==> config.mk <==
export PLATFORM = sky130hd
export DESIGN_NAME = serial_adder
export DESIGN_NICKNAME = d
export VERILOG_FILES = /design/src/rtl/serial_adder.sv
export SDC_FILE = /design/constraint.sdc
export NUM_CORES = 1
export LEC_CHECK = 0
export BUFFER_PORTS_ARGS = -buffer_cell sky130_fd_sc_hd__buf_2
export CAP_MARGIN = 10
export CELL_PAD_IN_SITES_DETAIL_PLACEMENT = 1
export CELL_PAD_IN_SITES_GLOBAL_PLACEMENT = 1
export CORE_UTILIZATION = 46
export DETAILED_ROUTE_END_ITERATION = 6
export PLACE_DENSITY_LB_ADDON = 0.25
export RECOVER_POWER = 50
export SETUP_SLACK_MARGIN = 0.02
export SLEW_MARGIN = 20
export SYNTH_ARGS = -nofsm -noshare
export SYNTH_HDL_FRONTEND = slang
export SYNTH_SLANG_ARGS = --single-unit
==> constraint.sdc <==
create_clock -name clk -period 5.3 [get_ports clk]
set_input_delay 0.53 -clock clk [delete_from_list [all_inputs] [get_ports clk]]
set_output_delay 0.53 -clock clk [all_outputs]
set_load 0.01 [all_outputs]
==> src/rtl/serial_adder.sv <==
// Digit-serial adder/subtractor: adds DIGIT bits per clock through a half-adder ripple
// chain and presents the registered result under a valid/ready handshake.
module serial_adder #(
   parameter int unsigned WIDTH = 8,
   parameter int unsigned DIGIT = 1
) (
   input  logic             clk,
   input  logic             rst_n,
   input  logic             in_valid,
   output logic             in_ready,
   input  logic [WIDTH-1:0] a,
   input  logic [WIDTH-1:0] b,
   input  logic             cin,
   input  logic             sub,
   output logic             out_valid,
   input  logic             out_ready,
   output logic [WIDTH-1:0] sum,
   output logic             carry,
   output logic             overflow
);

   localparam int unsigned N     = (DIGIT == 0) ? 1 : WIDTH / DIGIT;
   localparam int unsigned CNT_W = (N + 1 > 2) ? $clog2(N + 1) : 1;
   localparam int unsigned DW    = (DIGIT == 0) ? 1 : DIGIT;

   generate
      if (WIDTH < 2 || DIGIT < 1 || (WIDTH % DW) != 0) begin : g_bad_param
         $error("serial_adder: WIDTH must be >= 2 and an exact multiple of DIGIT >= 1");
      end
   endgenerate

   typedef enum logic [1:0] {
      IDLE = 2'd0,
      RUN  = 2'd1,
      HOLD = 2'd2
   } state_t;

   state_t             state;
   logic [CNT_W-1:0]   cnt;
   logic [WIDTH-1:0]   a_q;
   logic [WIDTH-1:0]   b_q;
   logic [WIDTH-1:0]   res_q;
   logic               carry_q;

   logic [DW-1:0]      dig_a;
   logic [DW-1:0]      dig_b;
   logic [DW-1:0]      dig_sum;
   logic               dig_cout;
   logic               dig_cmsb;
   logic [WIDTH-1:0]   res_next;

   // Select the current digit, ripple it through two half adders per bit, merge into result
   always_comb begin : digit_add
      logic [DW:0] ch;
      logic        hs;
      logic        hc1;
      logic        hc2;
      dig_a    = '0;
      dig_b    = '0;
      dig_sum  = '0;
      ch       = '0;
      hs       = 1'b0;
      hc1      = 1'b0;
      hc2      = 1'b0;
      res_next = res_q;
      for (int k = 0; k < int'(N); k++) begin
         if (cnt == CNT_W'(k)) begin
            dig_a = a_q[k*DW +: DW];
            dig_b = b_q[k*DW +: DW];
         end
      end
      ch[0] = carry_q;
      for (int i = 0; i < int'(DW); i++) begin
         hs         = dig_a[i] ^ dig_b[i];
         hc1        = dig_a[i] & dig_b[i];
         dig_sum[i] = hs ^ ch[i];
         hc2        = hs & ch[i];
         ch[i+1]    = hc1 | hc2;
      end
      dig_cout = ch[DW];
      dig_cmsb = ch[DW-1];
      for (int k = 0; k < int'(N); k++) begin
         if (cnt == CNT_W'(k)) begin
            res_next[k*DW +: DW] = dig_sum;
         end
      end
   end

   // Control FSM with registered handshake flags and result registers
   always_ff @(posedge clk or negedge rst_n) begin
      if (!rst_n) begin
         state     <= IDLE;
         in_ready  <= 1'b1;
         out_valid <= 1'b0;
         cnt       <= '0;
         a_q       <= '0;
         b_q       <= '0;
         res_q     <= '0;
         carry_q   <= 1'b0;
         sum       <= '0;
         carry     <= 1'b0;
         overflow  <= 1'b0;
      end else begin
         case (state)
            IDLE: begin
               if (in_valid) begin
                  a_q      <= a;
                  b_q      <= sub ? ~b : b;
                  carry_q  <= sub ? 1'b1 : cin;
                  res_q    <= '0;
                  cnt      <= '0;
                  in_ready <= 1'b0;
                  state    <= RUN;
               end
            end
            RUN: begin
               res_q   <= res_next;
               carry_q <= dig_cout;
               if (cnt == CNT_W'(N - 1)) begin
                  // Last digit: its carry into the top bit decides signed overflow
                  sum       <= res_next;
                  carry     <= dig_cout;
                  overflow  <= dig_cout ^ dig_cmsb;
                  out_valid <= 1'b1;
                  state     <= HOLD;
               end else begin
                  cnt <= cnt + CNT_W'(1);
               end
            end
            HOLD: begin
               if (out_ready) begin
                  out_valid <= 1'b0;
                  in_ready  <= 1'b1;
                  state     <= IDLE;
               end
            end
            default: begin
               out_valid <= 1'b0;
               in_ready  <= 1'b1;
               state     <= IDLE;
            end
         endcase
      end
   end

endmodule

==> results.md, run 1 <==
* Status: finished with violations
* Violated checks: max-capacitance violations, max-slew violations
* Post-synth EDFFs at 0
* 1st-iter DRT viols at a little over 100
* WL met1 at 2.24 mm
* Num ports at 34
* Clk pwr share at 0.142
* Num rows at 24
* Worst min path class: in2reg
* Async SR Flop Fraction at 1.00
* Logic pwr share at 0.482
* Setup CP Type: reg2reg
* Yosys top cell area share at 0.470
* Slew HR at -0.522
* Crit path buffers/inverters at 1
* Yosys Warn Count at 0
* Worst reg2reg path depth at 9
* Lkg Pwr at 1.06 nW
* Setup WS pre-CTS at 2.09 ns
* Chip width at 70.9 microns
* Unrepaired setup endpoints after global routing: no
* Final total power at 1.51 mW
* Critical-path cell with the highest stage delay: fa_1
* Setup ws final at 2.11 ns
* First-pass GRT wire length at around 8.3 mm
* Cell internal pwr at between 0.8 and 0.9 mW
* Sw frac at 0.433
* R2r endpoint: res_q[6]$_DFFE_PN0P_
* Post-cts gate resize count at 0
* Sequential power share at 0.376
* Final nets at between 200 and 300
* Synthesized flop and latch total at 42
* Crit share post-route at 0.602
* Non-Filler Instances at a little under 300
* Pwr per Cell Area at between 600 and 700 nW/um^2
* Setup-failing EPs final at 0
* Met2 wire len at 2.30 mm
* CTS root buf: clkbuf_8
* IO buf count at 33
* Number of max-cap violations at 1
* Largest net degree at the start of global routing at 43
* Cells after Synth at around 220
* GPL Wtd Cong at 0.773
* Setup_tns at 0 ns
* Mapped Avg Cell Area at 10.0 sq um
* Top cells by count, synth: dfrtp_1 (41), a21oi_1 (25), o21ai_0 (25)
* Hold path start: out_ready
* Detailed Routing Iterations Pass 1 at 6
* Total CTS buffers at 5
* Initial core utilization at 0.491
* Crit-path cells: inv_1 -> ha_1 -> nand2_1 -> o21ai_0 -> a221oi_1 -> or3_1 -> fa_1 -> or2_0 -> o21ai_0
* Startpoint Class: register
* Post-CTS setup buffers at 0
* DRC at 0
* F_max at 0.313 GHz
* CTS H-tree lvls at 2
* Worst-margin pin slew at 2.28 ns
* Hold Buf Count CTS at 0
* Syn nets at 245
* Fillers at 520
* Grt total ovfl at 0
* Worst Setup End Kind: register
* Routed WL per cell at 16.2 microns
* Vias in the first global route at 1704
* Top Layer Used: met4
* Met3 wire length at approximately 160 microns
* Peak supply drop at 0.256 mV
* Chip height at 70.9 microns
* Count leader, synth: dfrtp_1
* CP peak stage delay at 0.70 ns
* Vias per inst at 5.58
* Post-DRT Antenna Nets at 0
* Hold EP: state[1]$_DFFE_PN0P_
* Diode count at 0
* Total GRT Usage at 0.215
* Ranking of synthesized cells by area: dfrtp_1 (47%), a21oi_1 (5.7%), o21ai_0 (5.7%), mux2_2 (5.7%), xnor2_1 (4.0%)
* Largest fanout on the critical path at 13
* Vias at ~1600
* CP delay by family, top: adder cells
* Worst r2r src: cnt[1]$_DFFE_PN0P_
* Placed insts at ~290
* Worst-path clk slew at ~0.080 ns
* Clock Sinks at 42
* Core Footprint at 4440 sq um
* Switching pwr at around 0.65 mW
* Slew Limit Fails at 43
* Required @ worst endpoint at roughly 5.5 ns
* Crit path DAT at 3.36 ns
* Worst clock skew at around 0.0056 ns
* CTS tree: built
* Primary FF master, synth: dfrtp_1
* Seq/Total Area, Yosys at 0.483
* Die area at 5020 sq um
* WHS Path Cells at 2
* Layout cell share with drive strength beyond 1 at 0.202
* Min Clock Period, post-route at 3.19 ns
* Initial antenna violation count at 0
* Post-synth top area cell: dfrtp_1
* R2R setup slack at approximately 2.1 ns
* Synthesis-to-layout area growth at 9.41%
* CP most frequent cell: o21ai_0
* Synthesized area at 2180 sq um
* Clock latency on the worst-skew pair at approximately 0.30 ns
* Final hold viol count at 0
* Clk buf depth at 2
* WL final at 4.75 mm
* Unique masters post-synth at 43
* Dpl hpwl at 3.24 mm
-- through the flow --
step                area (sq um)  utilization  hold WS [ns]
floorplan                   2180            -         0.234
global placement            2300        0.518         0.455
detailed placement          2300        0.518         0.461
CTS                         2390        0.539         0.405
global route                2390        0.537         0.436
finish                      2390        0.537         0.425
-- power groups by stage --
| stage | clock network [mW] | registers [mW] | logic, mW |
|---|---|---|---|
| global route | 0.233 | 0.588 | 0.823 |
| global placement | 0 | 0.564 | 0.701 |
| finish | 0.215 | 0.567 | 0.727 |
| CTS | 0.223 | 0.567 | 0.737 |
| floorplan | 0 | 0.549 | 0.563 |
| detailed placement | 0 | 0.574 | 0.727 |
-- metal layers --
layer	up-vias	track usage
li1	801	-
met1	798	0.291
met2	35	0.348
met3	6	0.0513
met4	0	0.0600
met5	-	0
-- flip-flops by register name, indices dropped and copies added, names as in the netlist --
signal,count
overflow,1
in_ready,1
b_q,8
state,2
res_q,7
a_q,8
carry,1
out_valid,1
sum,8
cnt,4
carry_q,1
-- worst max path at each step --
stage / start / end / slack [ns] / cells past startpoint
after global placement: cnt[1]$_DFFE_PN0P_ / res_q[1]$_DFFE_PN0P_ / 2.19 / 9
after detailed placement: cnt[1]$_DFFE_PN0P_ / res_q[6]$_DFFE_PN0P_ / 2.09 / 9
after floorplan: cnt[0]$_DFFE_PN0P_ / sum[1]$_DFFE_PN0P_ / 2.72 / 11
final: cnt[1]$_DFFE_PN0P_ / res_q[6]$_DFFE_PN0P_ / 2.11 / 9
after global routing: cnt[0]$_DFFE_PN0P_ / res_q[1]$_DFFE_PN0P_ / 1.85 / 9
after CTS: cnt[0]$_DFFE_PN0P_ / res_q[6]$_DFFE_PN0P_ / 2.08 / 9
-- layout make-up --
| cell class | count | area (sq um) | share of cell area |
|---|---|---|---|
| Clock buffer | 7 | 86.3 | 0.0362 |
| Sequential cell | 42 | 1050 | 0.441 |
| Timing Repair Buffer | 33 | 158 | 0.0661 |
| Inverter | 9 | 33.8 | 0.0142 |
| Multi-Input combinational cell | 150 | 986 | 0.413 |
| Clock inverter | 1 | 5.00 | 0.00210 |
| Tap cell | 52 | 65.1 | 0.0273 |
-- cell usage in the layout (no fill, tap or decap), types with 2 or more instances in the layout --
| cell | netlist | final |
|---|---|---|
| mux2_2 | 11 | 11 |
| xnor2_1 | 10 | 10 |
| ha_1 | 4 | 4 |
| inv_1 | 9 | 9 |
| dfrtp_1 | 41 | 41 |
| nand2_1 | 17 | 17 |
| o31ai_1 | 2 | 2 |
| a211oi_1 | 2 | 2 |
| nor2b_1 | 2 | 2 |
| clkbuf_1 | 3 | 7 |
| a21o_1 | 5 | 5 |
| nor2_1 | 16 | 16 |
| buf_2 | 9 | 27 |
| a21oi_1 | 25 | 25 |
| a221oi_1 | 2 | 2 |
| clkbuf_8 | 0 | 6 |
| o21ai_0 | 25 | 25 |
| a311oi_1 | 4 | 4 |
| or3b_1 | 2 | 2 |
| a31oi_1 | 2 | 2 |
-- kinds of logic (layout without fill, tap and decap cells) --
kind of cell | count (synthesis) | count (layout) | synth area share
compound gates | 74 | 74 | 0.200
xor+xnor | 11 | 11 | 0.0442
mux | 12 | 12 | 0.0620
fa+ha+maj | 5 | 5 | 0.0321
flops | 42 | 42 | 0.483
buf+inv | 26 | 50 | 0.0654
simple gates | 48 | 48 | 0.114
Power figures use the tool's default switching activity.
==> run 2, diff against run 1 <==
Settings changed: ABC_AREA set to 1, CORE_UTILIZATION 46 to 37.
Clock period 5.3 ns to 2.7 ns, I/O delays scaled along.
==> run 2 against run 1 <==
  * Highest routed layer unchanged
  * Register-to-register slack lost 1.9 ns
  * Final cell count grew 20%
  * Die area grew 18%
  * Via count grew 5.3%
  * Clock power grew 85%
  * Maximum frequency grew 27%
  * The flow still finishes with violations (max-capacitance violations, max-slew violations)
  * Area after synthesis shrank 4.2%
  * Setup slack lost 1.9 ns
==> results.md, run 2 <==
* Final nets at 312 (+16%)
* Synthesized flop and latch total at 42 (unchanged)
* Fillers at 660 (+27%)
* DRC at 0 (unchanged)
* Initial antenna violation count at 0 (unchanged)
* GPL Wtd Cong at 0.855 (+11%)
* Dpl hpwl at 3.55 mm (+9.7%)
* Multi-input gate area at 931 sq um (-5.6%)
* Core Footprint at 5270 sq um (+19%)
* Pwr per Cell Area at 1260 nW/um^2 (+99%)
* Seq/Total Area, Yosys at 0.504 (+0.0214)
* Post-synth EDFFs at 0 (unchanged)
* Vias per inst at 4.88 (-13%)
* Setup-failing EPs final at 0 (unchanged)
* Placed insts at 347 (+21%)
* Non-Filler Instances at 354 (+20%)
* Unrepaired setup endpoints after global routing: no
* Total CTS buffers at 5 (unchanged)
* Slew HR at -0.458 (+0.0643)
* Top cells by count, synth: nand2_1 (71), dfrtp_1 (41), inv_1 (31)
* Worst Setup End Kind: register
* Routed WL per cell at 13.4 microns (-17%)
* Lkg Pwr at 1.24 nW (+17%)
* 1st-iter DRT viols at 50 (-50%)
* Logic pwr share at 0.518 (+0.036)
* Clock Sinks at 42 (unchanged)
* Yosys Warn Count at 0 (unchanged)
* Detailed Routing Iterations Pass 1 at 4 (-2)
* Largest net degree at the start of global routing at 43 (unchanged)
* Largest fanout on the critical path at 5 (-8)
* Cells after Synth at 246 (+13%)
* Required @ worst endpoint at 2.87 ns (-2.60 ns)
* F_max at 0.397 GHz (+27%)
* WL final at 4.73 mm (-0.40%)
* Crit share post-route at 0.932 (+0.330)
* CTS tree: built
* Worst min path class: in2reg
* DP Area at 2340 sq um (+1.5%)
* Min Clock Period, post-route at 2.52 ns (-0.674 ns)
* Layout cell share with drive strength beyond 1 at 0.232 (+0.0299)
* Worst-margin pin slew at 2.19 ns (-0.0965 ns)
* Vias in the first global route at 1741 (+2.2%)
* GR Util met2 at 0.273 (-0.0748)
* Slew Limit Fails at 43 (unchanged)
* Worst clock skew at 0.00334 ns (-0.00222 ns)
* Reg area at 1050 sq um (+0.24%)
* Setup_tns at 0 ns (unchanged)
* Synthesized area at 2090 sq um (-4.2%)
* Origin of the worst setup path: cnt[1]$_DFFE_PN0P_
* Num rows at 26 (+8.3%)
* Syn nets at 273 (+11%)
* Sw frac at 0.448 (+0.0148)
* Count leader, synth: nand2_1
* Startpoint Class: register
* Initial core utilization at 0.396 (-0.0945)
* CTS H-tree lvls at 2 (unchanged)
* Clk pwr share at 0.128 (-0.014)
* Post-synth top area cell: dfrtp_1
* Chip width at 77.1 microns (+8.8%)
* Number of max-cap violations at 1 (unchanged)
* Post-DRT Antenna Nets at 0 (unchanged)
* Status: finished with violations
* Vias at 1727 (+5.3%)
* Chip height at 77.1 microns (+8.8%)
* Die area at 5950 sq um (+18%)
* Final Cell Area at 2470 sq um (+3.5%)
* Async SR Flop Fraction at 1.00 (unchanged)
* Synthesis-to-layout area growth at 18.3%
* Cell internal pwr at 1.72 mW (+100%)
* Critical-path cell with the highest stage delay: fa_1
* Hold Buf Count CTS at 0 (unchanged)
* Worst-path clk slew at 0.07 ns (about the same)
* Clk buf depth at 2 (unchanged)
* Total GRT Usage at 0.173 (-0.0420)
* Crit-path cells: inv_2 -> ha_2 -> inv_1 -> nor2_4 -> nand3_1 -> nand3_1 -> nand2_1 -> nand2_1 -> nand2_1 -> nand2_1 -> a21boi_2 -> fa_1 -> inv_2 -> o21ai_1 -> o22ai_1
* Setup CP Type: reg2reg
* Met1 GRT Util at 0.228 (-0.0629)
* Hold path start: a[2]
* Diode count at 0 (unchanged)
* Violated checks: max-capacitance violations, max-slew violations
* Primary FF master, synth: dfrtp_1
* CTS root buf: clkbuf_8
* Final hold viol count at 0 (unchanged)
* CP most frequent cell: nand2_1
* Sequential power share at 0.354 (-0.022)
* Peak supply drop at 0.384 mV (+50%)
* Commonest non-fill, non-tap cell in the layout: nand2_1
* Mapped Avg Cell Area at 8.49 sq um (-15%)
* Commonest cells after routing, fill and taps aside: nand2_1 (71), dfrtp_1 (39), inv_1 (28), buf_2 (26), o21ai_0 (21)
* CP peak stage delay at 0.53 ns (-0.17 ns)
* Top flop regs: a_q x8, b_q x8, sum x8
* IO buf count at 33 (unchanged)
* Crit path DAT at 2.69 ns (-0.67 ns)
* Clock latency on the worst-skew pair at 0.29 ns (about the same)
* Yosys top cell area share at 0.491 (+0.0209)
* Gr busiest metal: met2
* Met3 track demand over resource at 0.0345 (-0.0168)
* Switching pwr at 1.39 mW (+110%)
* Worst r2r src: cnt[1]$_DFFE_PN0P_
* First-pass GRT wire length at 8.09 mm (-3.2%)
* Ranking of synthesized cells by area: dfrtp_1 (49%), nand2_1 (13%), o21ai_0 (6.7%), inv_1 (5.6%), xnor2_1 (3.4%)
* Hold slack final at 0.168 ns (-0.257 ns)
* Num ports at 34 (unchanged)
* Unique masters post-synth at 32 (-26%)
* Grt total ovfl at 0 (unchanged)
==> run 2: kinds of logic after synthesis <==
group,Yosys count,synth area share
simple gates,101,0.206
compound gates,51,0.145
flops,42,0.504
buf+inv,38,0.0743
xor+xnor,9,0.0377
fa+ha+maj,5,0.0336
==> run 2: metal layers <==
layer / wire, microns / up-vias / share of wire
met5: 0 / - / 0
met4: 115 / 0 / 0.024
met3: 164 / 10 / 0.035
met2: 2180 / 36 / 0.46
met1: 2270 / 826 / 0.48
li1: - / 855 / -
==> run 2: cell type report <==
| class | instances | share of cell area |
|---|---|---|
| inverter | 32 | 0.0486 |
| timing repair buffer | 38 | 0.0785 |
| sequential | 42 | 0.427 |
| multi-input combinational | 166 | 0.377 |
| tap | 70 | 0.0355 |
| clock buffer | 6 | 0.0334 |
==> run 2: stage by stage <==
step	power (mW)	setup slack [ns]	utilization
global route	3.39	0.00617	0.469
finish	3.11	0.183	0.469
floorplan	2.09	0.360	-
CTS	3.01	0.0194	0.459
detailed placement	2.60	0.0205	0.443
global placement	2.53	0.0840	0.443
==> run 2: worst paths after layout <==
check                                  endpoint  slack (ns)  cells after the start
setup / recovery           res_q[4]$_DFFE_PN0P_        0.18                     15
hold / removal               a_q[2]$_DFFE_PN0P_        0.17                      3
setup reg to reg           res_q[4]$_DFFE_PN0P_        0.18                     15
hold reg to reg              sum[0]$_DFFE_PN0P_        0.48                      2
max in group asynchronous    cnt[0]$_DFFE_PN0P_        0.67                      1
min in group asynchronous    cnt[2]$_DFFE_PN0P_        0.61                      1
==> run 2: power groups by stage <==
| stage | Sequential, mW | Clock, mW | Combinational, mW |
|---|---|---|---|
| 2_1_floorplan | 1.10 | 0 | 0.991 |
| 3_5_place_dp | 1.10 | 0 | 1.49 |
| 6_report | 1.10 | 0.397 | 1.61 |
| 3_3_place_gp | 1.09 | 0 | 1.44 |
| 4_1_cts | 1.09 | 0.407 | 1.51 |
| 5_1_grt | 1.14 | 0.436 | 1.82 |
==> run 2: what timing repair did <==
action	4_1_cts	5_1_grt
pin swaps	0	1
setup endpoints to repair	2	14
resized for setup	2	21
gates cloned	0	0
buffers inserted	0	1
==> run 2: critical path, delay by kind of cell, from the launching register on <==
kind,cells,cell delay (ns)
AO/OA/AOI/OAI,3,0.39
adder cells (fa/ha/maj),2,0.74
buffers and inverters,3,0.28
flip-flops,1,0.46
AND/OR/NAND/NOR,7,0.53
